[src/rtl/sp_ram_arbiter.sv]
// Shares one single-port RAM between the instruction-fetch and load/store ports, one grant per cycle.
// Define SP_RAM_ARB_RR_EN for round-robin arbitration; default is instr priority with a data starvation guard.
module sp_ram_arbiter #(
  parameter int          MEM_SIZE     = 65536,
  parameter logic [31:0] MEM_START    = 32'h0000_0000,
  parameter int          STARVE_LIMIT = 4
) (
  input  logic        clk_sys,
  input  logic        rst_sys,
  input  logic        instr_req,
  output logic        instr_gnt,
  input  logic [31:0] instr_addr,
  output logic        instr_rvalid,
  output logic [31:0] instr_rdata,
  output logic        instr_err,
  input  logic        data_req,
  output logic        data_gnt,
  input  logic        data_we,
  input  logic [3:0]  data_be,
  input  logic [31:0] data_addr,
  input  logic [31:0] data_wdata,
  output logic        data_rvalid,
  output logic [31:0] data_rdata,
  output logic        data_err,
  output logic        mem_req,
  output logic        mem_write,
  output logic [3:0]  mem_be,
  output logic [31:0] mem_addr,
  output logic [31:0] mem_wdata,
  input  logic        mem_rvalid,
  input  logic [31:0] mem_rdata
);
  localparam logic [31:0] WIN_MASK = ~(32'(MEM_SIZE) - 32'd1);

  logic data_win;
  logic instr_in_win;
  logic data_in_win;
  logic trk_valid;
  logic trk_data;
  logic trk_err;

  // RAM responses have fixed one-cycle latency, so the tracker alone times the reply.
  logic unused_mem_rvalid;
  assign unused_mem_rvalid = mem_rvalid;

  assign instr_in_win = (instr_addr & WIN_MASK) == MEM_START;
  assign data_in_win  = (data_addr & WIN_MASK) == MEM_START;

`ifdef SP_RAM_ARB_RR_EN
  logic last_data;

  assign data_win = data_req && (!instr_req || !last_data);

  // Reset value "data" lets instr take the first contended cycle.
  always_ff @(posedge clk_sys or posedge rst_sys) begin
    if (rst_sys) begin
      last_data <= 1'b1;
    end else if (instr_req && data_req) begin
      last_data <= data_win;
    end
  end
`else
  localparam logic [3:0] STARVE_MAX = 4'(STARVE_LIMIT);
  logic [3:0] starve_cnt;

  assign data_win = data_req && (!instr_req || (starve_cnt == STARVE_MAX));

  always_ff @(posedge clk_sys or posedge rst_sys) begin
    if (rst_sys) begin
      starve_cnt <= 4'd0;
    end else if (!data_req || data_gnt) begin
      starve_cnt <= 4'd0;
    end else if (starve_cnt != STARVE_MAX) begin
      starve_cnt <= starve_cnt + 4'd1;
    end
  end
`endif

  assign data_gnt  = data_win && !rst_sys;
  assign instr_gnt = instr_req && !data_win && !rst_sys;

  // Out-of-window grants never touch the RAM; only the error response is scheduled.
  always_comb begin
    mem_req   = 1'b0;
    mem_write = 1'b0;
    mem_be    = 4'h0;
    mem_addr  = 32'h0;
    mem_wdata = 32'h0;
    if (data_gnt && data_in_win) begin
      mem_req   = 1'b1;
      mem_write = data_we;
      mem_be    = data_be;
      mem_addr  = data_addr;
      mem_wdata = data_wdata;
    end else if (instr_gnt && instr_in_win) begin
      mem_req   = 1'b1;
      mem_be    = 4'hF;
      mem_addr  = instr_addr;
    end
  end

  always_ff @(posedge clk_sys or posedge rst_sys) begin
    if (rst_sys) begin
      trk_valid <= 1'b0;
      trk_data  <= 1'b0;
      trk_err   <= 1'b0;
    end else begin
      trk_valid <= instr_gnt || data_gnt;
      trk_data  <= data_gnt;
      trk_err   <= data_gnt ? !data_in_win : !instr_in_win;
    end
  end

  assign instr_rvalid = trk_valid && !trk_data;
  assign instr_err    = instr_rvalid && trk_err;
  assign instr_rdata  = (instr_rvalid && !trk_err) ? mem_rdata : 32'h0;

  assign data_rvalid  = trk_valid && trk_data;
  assign data_err     = data_rvalid && trk_err;
  assign data_rdata   = (data_rvalid && !trk_err) ? mem_rdata : 32'h0;
endmodule

[config.mk]
export PLATFORM = sky130hd
export DESIGN_NAME = sp_ram_arbiter
export DESIGN_NICKNAME = d
export VERILOG_FILES = /design/src/rtl/sp_ram_arbiter.sv
export SDC_FILE = /design/constraint.sdc
export NUM_CORES = 1
export LEC_CHECK = 0
export ABC_AREA = 1
export ABC_CLOCK_PERIOD_IN_PS = 3400
export CORE_AREA = 2 2 109 111
export DETAILED_ROUTE_END_ITERATION = 7
export DIE_AREA = 0 0 111 113
export HOLD_SLACK_MARGIN = 0.15
export PLACE_DENSITY = 0.67
export SLEW_MARGIN = 30
export SYNTH_ARGS = -nofsm -noshare
export SYNTH_HDL_FRONTEND = slang
export SYNTH_SLANG_ARGS = --single-unit
[constraint.sdc]
create_clock -name clk_sys -period 3.4 [get_ports clk_sys]
set_input_delay 0.68 -clock clk_sys [delete_from_list [all_inputs] [get_ports clk_sys]]
set_output_delay 0.68 -clock clk_sys [all_outputs]
set_load 0.02 [all_outputs]
==> out/qor.yml, run 1 <==
power:
  totalPowerFinal_uw: 547
  powerDensity_nw_per_um2: 121
  p_leak_nw: 2.98
  vdd_drop_max_v: 0.000153
yosys:
  postSynthCellCount: 328
  post_synth_main_area_contributors: "nor2_1, inv_1, nand2_1"
  ys_seq_area_share_pct: 11.0
  synth_area_leader_cell: "nor2_1"
  ys_ff_latch: 7
  synth_top_area_share_pct: 27.3
  syn_area_um2: 1590
  ys_types: 19
  ys_warn_count: 0
  synthesis.area_per_instance_um2: 4.86
global_route:
  grtUsageTotal_pct: 11.7
  gr-total-overflow: 0
  antenna_found_initial: 0
  grt_pass1_vias: 2771
  grt_max_degree: 34
  grt_pass1_wl_mm: 12.3
placed_design:
  dp_hpwl_mm: 7.11
  portBuffers: 260
  place_ws_ns: 0.0354
  gp_congestion: 0.821
  place_area_um2: 4310
  placed_cells: 727
final_layout:
  finish.utilization_pct: 40.0
  multi_input_area_um2: 988
  final_nets: 729
  final_cell_mix: "clkdlybuf4s50_1, nor2_1, inv_1"
  area_delta_synth_final_pct: 183
  stdcell_area_um2: 4510
  drive_above_1_share_pct: 4.76
  seq_area_um2: 175
  fin_cells: 731
  fillers: 1184
  antenna_cells: 0
  final_common_cell: "clkdlybuf4s50_1"
critical_path:
  critical_path_arrival_ns: 2.58
  critPathLaunchType: "primary input"
  required_ns: 2.72
  crit_fanout: 7
  crit_type: "primary input to primary output"
  crit_path_end_kind: "primary output"
drt:
  via_per_inst: 3.79
  antenna_left: 0
  drt-pass1-iter-count: 4
  vias: 2771
  wire_per_inst_um: 11.2
  drcViolationCount: 0
  finalWirelength_mm: 8.20
  drt_iter0_drc: 92
timing:
  finalHoldViolations: 0
  fmax_mhz: 307
  drv_slew: 0
  fin_crit_sh_pct: 95.8
  fin_tns_setup_ns: 0
  hold_slack_ns: 0.583
  fin_ws_ns: 0.142
  rsz0062_at_grt: "no"
  finalSetupViolations: 0
  fin_crit_ns: 3.26
  finClkSkew_ns: 0.000574
clock_network:
  clock_sinks: 7
  clkTransAtPathRegs_ns: 0.04
  htree_levels: 1
  cts_tree: "yes"
  cts_buffer_depth: 2
  insertion_delay_ns: 0.23
  cts-root-buf: "clkbuf_16"
  cts_made_buffers: 3
  postCtsSetupBuffers: 0
job:
  maxCapViolCount: 0
die:
  chipHeight_um: 113
  start_util_pct: 14.1
  die_w_um: 111
  core_area_um2: 11300
  ioPinCount: 278
  num_rows: 39
  dieArea_um2: 12500
min_path:
  min_path_type: "flip-flop to flip-flop"
outcome:
  outcome: "completed"
where the power goes:
group / switching [mW] / internal (mW) / total (mW)
registers: 0.00662 / 0.0901 / 0.0967
clock network: 0.0437 / 0.156 / 0.200
logic: 0.0873 / 0.163 / 0.251
total: 0.138 / 0.409 / 0.547
synth_stat cells (all sizes together):
master / count
nand3: 3
nor2: 129
conb: 1
dfrtp: 7
inv: 78
xor2: 1
buf: 21
nor3: 6
a21oi: 3
xnor2: 1
clkbuf: 6
nand2: 70
ha: 2
per-layer routing:
metal / part of all wire (%) / GRT usage [%]
met1: 35 / 12.1
met4: 0.96 / 2.33
met3: 11 / 3.48
met5: 0 / 0
met2: 53 / 23.1
cell families after synthesis:
family	Yosys count	synth area share, %
simple gates	208	54.6
buf+inv	105	30.5
flops	7	11.0
compound gates	3	0.942
xor+xnor	2	1.10
fa+ha+maj	2	1.57
other cells	1	0.235
state kept, by name, indices dropped and copies added, names as in the netlist:
name        count
starve_cnt      4
trk_data        1
trk_err         1
trk_valid       1
path summary, 6_finish.rpt:
check / startpoint / end / slack [ns] / cells after the start
setup / recovery: data_addr[22] / mem_addr[12] / 0.14 / 10
hold / removal: starve_cnt[0] / starve_cnt[0] / 0.58 / 2
setup reg to reg: starve_cnt[0] / trk_err / 1.87 / 9
hold reg to reg: starve_cnt[0] / starve_cnt[0] / 0.58 / 2
max in group asynchronous: rst_sys / starve_cnt[2] / 2.45 / 3
min in group asynchronous: rst_sys / trk_data / 0.83 / 3
worst max-delay path, stage by stage:
cell,delay [ns]
clkdlybuf4s50_1,0.40
nor2_1,0.12
nand2_1,0.06
nor2_1,0.09
nand2_1,0.14
nor2_8,0.20
buf_4,0.16
nand2_1,0.05
nand2_1,0.07
clkdlybuf4s50_1,0.60
final cells by class:
| class | count | area share, % |
|---|---|---|
| repair buffers | 268 | 61.9 |
| multi-input cells | 231 | 21.9 |
| inverters | 78 | 6.55 |
| well taps | 143 | 3.97 |
| flip-flops and latches | 7 | 3.88 |
| clock buffers | 4 | 1.75 |
what timing repair did:
item | 4_1_cts | 5_1_grt
setup endpoints to repair | 0 | 47
hold buffers | 0 | 0
resized for setup | 0 | 47
Note: power is estimated with default switching activity, not from simulation.
==> run 2, diff against run 1 <==
--- a/config.mk
+++ b/config.mk
@@ -6,7 +6,8 @@
 export NUM_CORES = 1
 export LEC_CHECK = 0
 export ABC_AREA = 1
-export ABC_CLOCK_PERIOD_IN_PS = 3400
+export ABC_CLOCK_PERIOD_IN_PS = 4000
+export CAP_MARGIN = 20
 export CORE_AREA = 2 2 109 111
 export DETAILED_ROUTE_END_ITERATION = 7
 export DIE_AREA = 0 0 111 113
==> constraint.sdc (replaced) <==
create_clock -name clk_sys -period 4 [get_ports clk_sys]
set_input_delay 0.8 -clock clk_sys [delete_from_list [all_inputs] [get_ports clk_sys]]
set_output_delay 0.8 -clock clk_sys [all_outputs]
set_load 0.02 [all_outputs]
==> run 2 against run 1 <==
  * Critical path depth down 1
  * Design area down 3.4%
  * Count of clock-buffer cells in the layout unchanged
  * Utilization down 1.4 points
  * Worst hold slack worse by 0.0074 ns
  * Global-route usage down 0.25 points
  * Total power down 15%
  * Combinational power down 16%
  * First-iteration DRC count down 8.7%
  * Register-to-register slack better by 0.64 ns
  * Clock power down 16%
  * Sequential share of layout area up 0.14 points
  * Critical path type unchanged
  * Critical endpoint is now mem_wdata[1]
  * Largest cell class unchanged
  * Largest power group unchanged
==> out/qor.yml, run 2 (synthesis results as in run 1) <==
drt:
  finalWirelength_mm: 7.77  # -5.2%
  antenna_left: 0  # unchanged
  wire_per_inst_um: 10.7  # -4.8%
  drt_iter0_drc: 84  # -8.7%
  drcViolationCount: 0  # unchanged
  vias: 2725  # -1.7%
  via_per_inst: 3.74  # -1.3%
  drt-pass1-iter-count: 4  # unchanged
global_route:
  grt_max_degree: 34  # unchanged
  antenna_found_initial: 0  # unchanged
  gr-total-overflow: 0  # unchanged
  grt_pass1_wl_mm: 12.0  # -2.5%
  grtUsageTotal_pct: 11.4  # -0.25 points
  grt_pass1_vias: 2663  # -3.9%
die:
  dieArea_um2: 12500  # unchanged
  core_area_um2: 11300  # unchanged
  num_rows: 39  # unchanged
  start_util_pct: 14.1  # unchanged
  chipHeight_um: 113  # unchanged
  die_w_um: 111  # unchanged
  ioPinCount: 278  # unchanged
outcome:
  outcome: "completed"
timing:
  drv_slew: 0  # unchanged
  fin_tns_setup_ns: 0  # unchanged
  fin_ws_ns: 0.331  # +0.189 ns
  hold_slack_ns: 0.575  # -0.00741 ns
  finalHoldViolations: 0  # unchanged
  fin_crit_ns: 3.67
  fin_crit_sh_pct: 91.7
  rsz0062_at_grt: "no"
  fmax_mhz: 273
  finalSetupViolations: 0  # unchanged
  finClkSkew_ns: 0.00154  # +0.000965 ns
critical_path:
  critical_path_arrival_ns: 2.87  # +0.29 ns
  worstReg2RegStart: "starve_cnt[0]"
  required_ns: 3.20  # +0.48 ns
  critPathLaunchType: "primary input"
  reg2reg_to: "trk_err"
  crit_type: "primary input to primary output"
  crit_fanout: 33  # +26
  regToRegSetupSlack_ns: 2.51  # +0.64 ns
  reg2reg_depth: 7  # -2
  cp-endpoint: "mem_wdata[1]"
  crit_start: "data_addr[21]"
  crit_path_end_kind: "primary output"
final_layout:
  stdcell_area_um2: 4360  # -3.4%
  area_delta_synth_final_pct: 173
  antenna_cells: 0  # unchanged
  largest_register_ffs: 4  # unchanged
  regMostFlops: "starve_cnt"
  final_cell_mix: "clkdlybuf4s50_1, nor2_1, inv_1"
  finish.utilization_pct: 38.7  # -1.4 points
  final_nets: 726  # -0.41%
  final_common_cell: "clkdlybuf4s50_1"
  drive_above_1_share_pct: 4.27  # -0.49 points
placed_design:
  place_area_um2: 4280  # -0.81%
  gp_congestion: 0.788  # -4.0%
  place_ws_ns: 0.310  # +0.275 ns
  dp_hpwl_mm: 6.92  # -2.6%
  portBuffers: 260  # unchanged
clock_network:
  cts_hold_buffers: 0  # unchanged
  htree_levels: 1  # unchanged
  postCtsSetupBuffers: 0  # unchanged
  cts_tree: "yes"
  insertion_delay_ns: 0.23  # about the same
  post_cts_resize_count: 0  # unchanged
  clkTransAtPathRegs_ns: 0.04  # about the same
  cts-root-buf: "clkbuf_16"
  cts_made_buffers: 3  # unchanged
  clock_sinks: 7  # unchanged
  cts_buffer_depth: 2  # unchanged
min_path:
  min_path_type: "flip-flop to flip-flop"
job:
  maxCapViolCount: 0  # unchanged
power:
  p_leak_nw: 2.09  # -30%
  vdd_drop_max_v: 0.000134  # -13%
  powerDensity_nw_per_um2: 106  # -12%
-- run 2: changes by cell type in the layout (fill, tap and decap cells not counted) --
cell             before  now
buf_12                1    0
dlymetal6s2s_1       47    0
clkdlybuf4s50_1     213  260
buf_4                 7    5
-- run 2: worst max-delay path, cell delays in order --
cell and delay, ns:
clkdlybuf4s50_1 0.42, nor2_1 0.10, nand2_1 0.06, nor2_1 0.10, nand2_1 0.19, nor2_8 0.24, inv_4 0.18, nor2_1 0.15
clkdlybuf4s50_1 0.62
-- run 2: worst min-delay path by stage --
stage / start / end / slack [ns] / depth (start not counted)
2_1_floorplan: starve_cnt[0] / starve_cnt[0] / 0.54 / 2
3_3_place_gp: starve_cnt[0] / starve_cnt[0] / 0.56 / 2
3_5_place_dp: starve_cnt[0] / starve_cnt[0] / 0.58 / 2
4_1_cts: starve_cnt[0] / starve_cnt[0] / 0.58 / 2
5_1_grt: starve_cnt[1] / starve_cnt[1] / 0.63 / 2
6_report: starve_cnt[0] / starve_cnt[0] / 0.58 / 2
-- run 2: where the power goes --
group	switching (mW)	internal (mW)
sequential	0.00541	0.0766
clock	0.0366	0.132
combinational	0.0735	0.138
-- run 2: layout make-up --
cell class | count | area, um^2
Sequential cell | 7 | 175
Multi-Input combinational cell | 231 | 988
Timing Repair Buffer | 265 | 2640
Clock buffer | 4 | 78.8
Fill cell | 1156 | 6920
Inverter | 78 | 295
Tap cell | 143 | 179
-- run 2: per-stage QoR --
step,total power [mW],std cells
6_report,0.463,728
5_1_grt,0.489,728
4_1_cts,0.467,728
3_5_place_dp,0.295,724
3_3_place_gp,0.290,724
2_1_floorplan,0.156,343
-- run 2: metal layers --
layer | vias up | wire, um | track usage, %
li1 | 1392 | - | -
met1 | 1155 | 2830 | 12.2
met2 | 174 | 4060 | 22.7
met3 | 4 | 855 | 3.27
met4 | 0 | 29 | 1.42
met5 | - | 0 | 0
